File: config.mk
export PLATFORM = sky130hd
export DESIGN_NAME = wr_ingress_ctrl_flat
export DESIGN_NICKNAME = d
export VERILOG_FILES = /design/src/rtl/wr_ingress_ctrl_pkg.sv /design/src/rtl/wr_ingress_ctrl_if.sv /design/src/rtl/wr_ingress_ctrl_gray2bin.sv /design/src/rtl/wr_ingress_ctrl.sv /design/src/flat_wrapper.sv
export SDC_FILE = /design/constraint.sdc
export NUM_CORES = 1
export LEC_CHECK = 0
export BUFFER_PORTS_ARGS = -buffer_cell sky130_fd_sc_hd__buf_2
export CAP_MARGIN = 40
export CORE_UTILIZATION = 51
export DETAILED_ROUTE_END_ITERATION = 16
export PLACE_DENSITY = 0.8
export SYNTH_ARGS = -nofsm -noshare
export SYNTH_HDL_FRONTEND = slang
export SYNTH_HIERARCHICAL = 1
export SYNTH_SLANG_ARGS = --single-unit
export TNS_END_PERCENT = 1
File: constraint.sdc
create_clock -name wr_clk -period 1.6 [get_ports wr_clk]
set_input_delay 0.32 -clock wr_clk [delete_from_list [all_inputs] [get_ports wr_clk]]
set_output_delay 0.32 -clock wr_clk [all_outputs]
set_load 0.01 [all_outputs]
File: src/rtl/wr_ingress_ctrl_pkg.sv
// Shared constants and types for the write-domain ingress controller.
// Optional drop mode is selected with WR_INGRESS_DROP_EN.
package wr_ingress_pkg;

  localparam int ADDR_W_DEF = 5;
  localparam int DATA_W_DEF = 8;
  localparam int DROP_CNT_W = 16;

  typedef logic [1:0] skid_cnt_t;

  localparam skid_cnt_t SKID_EMPTY = 2'd0;
  localparam skid_cnt_t SKID_ONE   = 2'd1;
  localparam skid_cnt_t SKID_FULL  = 2'd2;

endpackage

File: src/rtl/wr_ingress_ctrl_if.sv
// Producer valid/ready stream into the write ingress controller.
// master = producer, slave = wr_ingress_ctrl.
interface wr_ingress_ctrl_if
  import wr_ingress_pkg::*;
#(
  parameter int DATA_WIDTH = DATA_W_DEF
);

  logic                  in_valid;
  logic [DATA_WIDTH-1:0] in_data;
  logic                  in_ready;

  modport master (
    output in_valid,
    output in_data,
    input  in_ready
  );

  modport slave (
    input  in_valid,
    input  in_data,
    output in_ready
  );

endinterface

File: src/rtl/wr_ingress_ctrl_gray2bin.sv
// Gray-to-binary conversion as a pure XOR prefix.
// Bit i of the result is the XOR of all gray bits from i upward.
module gray2bin #(
  parameter int W = 6
) (
  input  logic [W-1:0] gray,
  output logic [W-1:0] bin
);

  always_comb begin
    bin = '0;
    for (int i = 0; i < W; i++) begin
      bin[i] = ^(gray >> i);
    end
  end

endmodule

File: src/rtl/wr_ingress_ctrl.sv
// Write-domain FIFO front end: 2-entry skid buffer, write qualify, level.
// Define WR_INGRESS_DROP_EN to drop on overflow and count drops.
module wr_ingress_ctrl
  import wr_ingress_pkg::*;
#(
  parameter int ADDR_WIDTH = ADDR_W_DEF,
  parameter int DATA_WIDTH = DATA_W_DEF,
  parameter int AF_MARGIN  = 4
) (
  input  logic                  wr_clk,
  input  logic                  reset,
  wr_ingress_ctrl_if.slave      in_if,
  input  logic                  Wr_full,
  input  logic [ADDR_WIDTH:0]   wr_ptr,
  input  logic [ADDR_WIDTH:0]   sync_read_ptr,
  output logic                  Wr_en,
  output logic [DATA_WIDTH-1:0] wr_data,
  output logic                  almost_full,
  output logic [ADDR_WIDTH:0]   fifo_level
`ifdef WR_INGRESS_DROP_EN
  ,
  output logic [DROP_CNT_W-1:0] drop_count
`endif
);

  localparam int DEPTH = 1 << ADDR_WIDTH;
  localparam logic [ADDR_WIDTH:0] AF_THR =
    (ADDR_WIDTH+1)'(DEPTH - AF_MARGIN);

  logic [DATA_WIDTH-1:0] mem [2];
  logic                  head;
  logic                  tail;
  skid_cnt_t             count;
  skid_cnt_t             count_nxt;
  logic                  accept;
  logic                  drain;
  logic [ADDR_WIDTH:0]   wr_bin;
  logic [ADDR_WIDTH:0]   rd_bin;
  logic [ADDR_WIDTH:0]   level;

  assign Wr_en   = (count != SKID_EMPTY) & ~Wr_full;
  assign drain   = Wr_en;
  assign wr_data = mem[head];

`ifdef WR_INGRESS_DROP_EN
  logic drop;
  // A full buffer still takes a word when the head leaves this cycle.
  assign accept = in_if.in_valid & in_if.in_ready
                & ((count != SKID_FULL) | drain);
  assign drop   = in_if.in_valid & in_if.in_ready & ~accept;
`else
  assign accept = in_if.in_valid & in_if.in_ready;
`endif

  assign count_nxt = count + skid_cnt_t'(accept)
                   - skid_cnt_t'(drain);

  always_ff @(posedge wr_clk or posedge reset) begin
    if (reset) begin
      count          <= SKID_EMPTY;
      head           <= 1'b0;
      tail           <= 1'b0;
      in_if.in_ready <= 1'b0;
    end else begin
      count <= count_nxt;
      if (accept) tail <= ~tail;
      if (drain)  head <= ~head;
`ifdef WR_INGRESS_DROP_EN
      in_if.in_ready <= 1'b1;
`else
      in_if.in_ready <= (count_nxt < SKID_FULL);
`endif
    end
  end

  always_ff @(posedge wr_clk) begin
    if (accept) mem[tail] <= in_if.in_data;
  end

  gray2bin #(.W(ADDR_WIDTH+1)) u_wr_g2b (
    .gray (wr_ptr),
    .bin  (wr_bin)
  );

  gray2bin #(.W(ADDR_WIDTH+1)) u_rd_g2b (
    .gray (sync_read_ptr),
    .bin  (rd_bin)
  );

  // MSB-inclusive modular difference absorbs pointer wrap.
  assign level = wr_bin - rd_bin;

  always_ff @(posedge wr_clk or posedge reset) begin
    if (reset) begin
      fifo_level  <= '0;
      almost_full <= 1'b0;
    end else begin
      fifo_level  <= level;
      almost_full <= (level >= AF_THR);
    end
  end

`ifdef WR_INGRESS_DROP_EN
  always_ff @(posedge wr_clk or posedge reset) begin
    if (reset) begin
      drop_count <= '0;
    end else if (drop && (drop_count != '1)) begin
      drop_count <= drop_count + 1'b1;
    end
  end
`endif

endmodule

File: src/flat_wrapper.sv
// flat-port wrapper written by rule: the top's interface ports become plain ports
module wr_ingress_ctrl_flat import wr_ingress_pkg::*;
#(
  parameter int ADDR_WIDTH = ADDR_W_DEF,
  parameter int DATA_WIDTH = DATA_W_DEF,
  parameter int AF_MARGIN  = 4
)
  (wr_clk, reset, Wr_full, wr_ptr, sync_read_ptr, Wr_en, wr_data, almost_full, fifo_level, in_if_in_valid, in_if_in_data, in_if_in_ready);
  wr_ingress_ctrl_if #(.DATA_WIDTH(DATA_WIDTH)) in_if_i ();
  input  logic wr_clk;
  input  logic reset;
  input  logic Wr_full;
  input  logic [ADDR_WIDTH:0] wr_ptr;
  input  logic [ADDR_WIDTH:0] sync_read_ptr;
  output logic Wr_en;
  output logic [DATA_WIDTH-1:0] wr_data;
  output logic almost_full;
  output logic [ADDR_WIDTH:0] fifo_level;
  input wire logic [$bits(in_if_i.in_valid)-1:0] in_if_in_valid;
  input wire logic [$bits(in_if_i.in_data)-1:0] in_if_in_data;
  output wire logic [$bits(in_if_i.in_ready)-1:0] in_if_in_ready;
  assign in_if_i.in_valid = in_if_in_valid;
  assign in_if_i.in_data = in_if_in_data;
  assign in_if_in_ready = in_if_i.in_ready;
  wr_ingress_ctrl #(.ADDR_WIDTH(ADDR_WIDTH), .DATA_WIDTH(DATA_WIDTH), .AF_MARGIN(AF_MARGIN)) u_core (.wr_clk(wr_clk), .reset(reset), .in_if(in_if_i), .Wr_full(Wr_full), .wr_ptr(wr_ptr), .sync_read_ptr(sync_read_ptr), .Wr_en(Wr_en), .wr_data(wr_data), .almost_full(almost_full), .fifo_level(fifo_level));
endmodule
Word level (Yosys, flattened, before mapping)
Memories as Yosys holds them, arrays and structs flattened. Index checks and enable logic that the tools add are counted.

Add/sub/neg operators: 3. $lt $le $gt $ge: 2. Mux-type cells: 2. Bitwise gates (word level): 5. Reduce and logical (&&, ||, !) cells: 13.

Operator list (number): 6-bit XOR reduction (12); 6-bit by 5-bit greater-or-equal comparator with 1-bit output, second input constant (1); 6-bit subtractor (1); 1-bit NOT (3); 2-bit by 1-bit adder with 2-bit output (1); 1-bit bitwise AND (2); 2-bit < comparator, second input constant (1); 1-bit 2-to-1 mux (2); 2-bit nonzero test (1); 2-bit by 1-bit subtractor with 2-bit output (1).

Bits in registers: 12. Bits in writable memories: 16. Input port bits: 24. Output and inout bits: 17. Logic and storage cells: 32. Memories: 1.

Memories: u_core.mem (words 2, width 8, rd ports 1, clocked after Yosys merged registers in 0, write ports 1, RTL line wr_ingress_ctrl.sv:30) `logic [DATA_WIDTH-1:0] mem [2];`.

Logic depth before layout (Yosys ltp)
Depth in word-level cells: 4. Gate-level depth with buffers: 11. Gate-level depth less buffers: 11.

By module
Netlist, hierarchy kept.

Modules (own cells, without submodules): wr_ingress_ctrl (times used 1, cells each 93, area each 1268.7 um2, seq. area each 780.7 um2); gray2bin (times used 2, cells each 8, area each 97.6 um2, seq. area each 0.0 um2).

Worst setup path before layout
Ideal clock, no wire load.

Path kind: input to register. Start: in wr_ptr[5]. End: reg u_core.almost_full. Setup time: 0.124 ns. Arrival: 2.493 ns. Data required time: 1.476 ns. Setup slack: -1.018 ns. Stages on the path: 11. Buffers on the path: 0. Cell sequence: xnor3_2 xnor3_1 inv_1 ha_1 inv_1 fa_1 a21o_2 a21oi_2 or2_2 a21oi_1 or2_1.

Longest elaborated chain between the ends: 3. Elaborated cells between the ends (all ways): 8. Those cells by class: 1 x add/sub; 1 x order compare; 6 x reduce/logical.

Ends and longest elaborated chain: from (decl) (RTL line flat_wrapper.sv:13) `input logic [ADDR_WIDTH:0] wr_ptr;`; 6-bit XOR reduction (RTL line wr_ingress_ctrl_gray2bin.sv:13) `bin[i] = ^(gray >> i);`; net u_core.wr_bin[0] (RTL line wr_ingress_ctrl.sv:37) `logic [ADDR_WIDTH:0] wr_bin;`; 6-bit subtractor (RTL line wr_ingress_ctrl.sv:91) `assign level = wr_bin - rd_bin;`; 6-bit by 5-bit greater-or-equal comparator with 1-bit output (RTL line wr_ingress_ctrl.sv:99) `almost_full <= (level >= AF_THR);`; to (signal assigned) (RTL line wr_ingress_ctrl.sv:99); to (decl) (RTL line wr_ingress_ctrl.sv:18) `output logic almost_full,`.

The timed path passes the listed nets, and every way through them passes these cells. A chain may end at the register's enable or synchronous reset.

Worst setup path in the final report
Start: in wr_ptr[2]. End: reg u_core.almost_full.

Same word-level chain as after synthesis.

==> impl_summary.log <==
[metrics] Post-Route Skew: 14.9 ps
[metrics] Slew Limit Headroom: 0.691
[metrics] leak pwr: 0.965 nW
[metrics] worst path required time: 1870 ps
[metrics] Post-Syn Area: 1460 um2
[metrics] post-placement setup slack: -977 ps
[metrics] max-cap violation count: 0
[metrics] CTS tree: done
[metrics] clock insertion delay at the later pin of the skew report: 320 ps
[metrics] synthesized flop and latch total: 28
[metrics] outcome: finished, violations left
[metrics] clock-pin slew on the worst setup and hold paths: 150 ps
[metrics] share of final-layout standard cells stronger than drive strength 1: 0.583
[metrics] area share of the largest cell type after synthesis: 0.328
[metrics] Worst Path Buf+Inv: 4
[metrics] number of global-route vias before repair: 1066
[metrics] number of endpoints with negative hold slack in the final report: 0
[metrics] top_reg_cell synth: edfxtp_1
[metrics] drc violations: 0
[metrics] via count normalized by instance count: 4.93
[metrics] die outline area: 3090 um2
[metrics] post-synthesis sequential area ratio: 0.533
[metrics] maximum clock rate: 0.441 GHz
[metrics] critical path arrival: 2530 ps
[metrics] horizontal die dimension: 55.6 um
[metrics] slew at the pin with the worst max-slew slack: 463 ps
[metrics] number of nets at the end of the flow: 208
[metrics] initial DRC count: 31
[metrics] worst hold-check path type: in2reg
[metrics] most frequent cells in the layout: buf_2, buf_4, edfxtp_1
[metrics] clock sink count: 28
[metrics] time the final worst path needs with I/O delays and setup: 2270 ps
[metrics] R2R setup slack: 50 ps
[metrics] final wirelength: 2750 um
[metrics] number of synthesized flops with an enable pin: 16
[metrics] pwr dens: 1500 nW/um2
[metrics] RSZ-0062 raised after global routing: true
[metrics] Final Max Tran Viols: 0
[metrics] Hold WS: 168 ps
[metrics] share of flip-flops with an asynchronous set or reset: 0.429
[metrics] startpoint class of the critical path: input port
[metrics] fraction of the cycle the final worst path needs: 1.42
[metrics] element type at the critical path end: register
[metrics] Max clock buf depth: 2
[metrics] critical path depth: 13
[metrics] maximum fanout encountered on the critical timing path: 3
[metrics] list of cells traversed by the critical path: buf_6 -> xnor3_2 -> xnor3_1 -> inv_1 -> ha_2 -> inv_2 -> fa_2 -> a21o_2 -> a21oi_2 -> buf_4 -> nand2_1 -> a21oi_1 -> or2_1
[metrics] post-route antenna net violation count: 0
[metrics] 1st-pass router iterations: 4
[metrics] fraction of the core area covered by cells at the end of the flow: 0.746
[metrics] GPL Wtd Cong: 0.790
[metrics] path type of the worst setup path: in2reg
[metrics] Area Growth Syn to Fin: 39.2%
[metrics] delay of the slowest cell on the worst path: 390 ps
[metrics] Post-Synthesis Net Count: 141
[metrics] Worst R2R End: u_core/in_if.in_ready$_DFF_PP0_
[metrics] number of CTS-inserted buffers: 3
[metrics] Worst setup endpoint: u_core/almost_full$_DFF_PP0_
[metrics] number of cells on the worst reg-to-reg path: 8
[metrics] maximum number of pins on one net before global-route repair: 17
[metrics] top cell family by delay on the critical path: XOR/XNOR gates
[metrics] Placement Cell Area: 1860 um2
[metrics] count of cell types in the netlist: 32
[metrics] largest cells by area after synthesis: edfxtp_1, dfrtp_1, mux2_2
[metrics] Floorplan Core Area: 2730 um2
[metrics] first element of the critical path: wr_ptr[2]
[metrics] library cell occupying the most area in the post-synthesis netlist: edfxtp_1
[metrics] YS warnings: 6
[metrics] via count: 1016
[metrics] I/O Pins: 41
[metrics] aggregate global routing overflow: 0
[metrics] buffers added on ports: 40
[metrics] slowest cell on the critical path: xnor3_2
[metrics] number of diodes: 0
[metrics] commonest non-fill, non-tap cell in the layout: buf_2
[metrics] initial core utilization: 0.535
[metrics] global routing usage summed across all routing layers: 0.190
[metrics] WL per Instance: 13.3 um
[metrics] detailed placer's ending HPWL: 2030 um
[metrics] Setup Viol. Count Final: 13
[metrics] Avg Inst Size Synth: 13.4 um2
[metrics] overall die height: 55.6 um
[metrics] CTS Root Buffer Type: clkbuf_4
[metrics] setup slack of the critical path after layout: -667 ps
[metrics] initial antenna violation count: 0
[metrics] reg-to-reg critical path startpoint: u_core/count[1]$_DFF_PP0_
[metrics] wire length of the first global-routing pass: 4550 um
[metrics] number of standard cells after synthesis: 109
[metrics] cell area after layout: 2040 um2
[metrics] violated checks: negative setup slack
[metrics] Overall Power: 3.05 mW
[metrics] count of H-tree levels built during CTS: 1
[metrics] total number of placement rows: 19
[metrics] maximum resistive drop on vdd: 1.18 mV
-- sequential cells by signal, indices dropped and copies added (netlist names) --
signal	flops
u_core/almost_full	1
u_core/count	2
u_core/fifo_level	6
u_core/head	1
u_core/in_if.in_ready	1
u_core/mem	16
u_core/tail	1
-- layout make-up --
type / instances / area (um2)
Timing Repair Buffer: 65 / 397
Fill cell: 184 / 696
Multi-Input combinational cell: 67 / 732
Sequential cell: 28 / 782
Inverter: 11 / 41.3
Tap cell: 31 / 38.8
Clock buffer: 4 / 47.5
-- Yosys cell counts, drive strengths merged, types with 2 or more instances --
| library cell | number |
|---|---|
| o21ai | 2 |
| xnor2 | 8 |
| ha | 7 |
| nand2b | 2 |
| dfrtp | 12 |
| nand2 | 3 |
| a21oi | 5 |
| nor2 | 5 |
| or2 | 2 |
| mux2 | 8 |
| inv | 11 |
| xor2 | 9 |
| nor3 | 2 |
| buf | 2 |
| edfxtp | 16 |
| xnor3 | 4 |
-- where the power goes --
group	total (mW)	switching [mW]	internal (mW)
Sequential	1.13	0.118	1.01
Clock	0.390	0.199	0.191
Combinational	1.53	0.716	0.814
-- worst reg2reg max path, delay by kind of cell, from the launching register on --
family | cells | cell delay (ps)
xor+xnor | 2 | 320
simple gates | 2 | 170
fa+ha+maj | 2 | 440
buf+inv | 2 | 100
flops | 1 | 430
-- metal layers --
layer / GRT usage / share of wire / up-vias / wire length, um
met5: 0 / 0 / - / 0
met4: 0.0786 / 0.013 / 0 / 36
met1: 0.234 / 0.41 / 479 / 1130
li1: - / - / 508 / -
met2: 0.329 / 0.53 / 25 / 1460
met3: 0.0349 / 0.043 / 4 / 117
-- metrics by stage --
stage,cells,setup TNS (ps)
after detailed placement,200,-4110
after floorplan,109,-2460
after global routing,206,-3010
final,206,-2290
after global placement,200,-3610
after CTS,205,-2160
-- cells by family (layout without fill, tap and decap cells) --
logic type,Yosys count,in the layout,share of synthesized area
flip-flops,28,28,0.533
XOR/XNOR,21,21,0.165
AND/OR/NAND/NOR,20,20,0.0829
buffers and inverters,14,80,0.0410
AO/OA/AOI/OAI,10,10,0.0427
adder cells (fa/ha/maj),8,8,0.0735
multiplexers,8,8,0.0615
-- timing repair --
action | 4_1_cts | 5_1_grt
cloned | 0 | 0
endpoints found under the setup margin | 15 | 16
hold buffers | 1 | 0
setup buffers | 0 | 1
gates resized for setup | 8 | 11
pin swaps | 1 | 3
endpoints found under the hold margin | 12 | 0
-- how the worst min path moves through the flow --
stage / endpoint / cells past startpoint / slack (ps) / from
floorplan: u_core/almost_full$_DFF_PP0_ / 1 / 180 / reset
global placement: u_core/count[1]$_DFF_PP0_ / 2 / 330 / reset
detailed placement: u_core/count[0]$_DFF_PP0_ / 2 / 350 / reset
CTS: u_core/mem[0][5]$_DFFE_PP_ / 1 / 160 / in_if_in_data[5]
global route: u_core/mem[1][5]$_DFFE_PP_ / 1 / 150 / in_if_in_data[5]
finish: u_core/mem[0][5]$_DFFE_PP_ / 1 / 170 / in_if_in_data[5]
No activity file was read; power rests on OpenSTA's default activity.
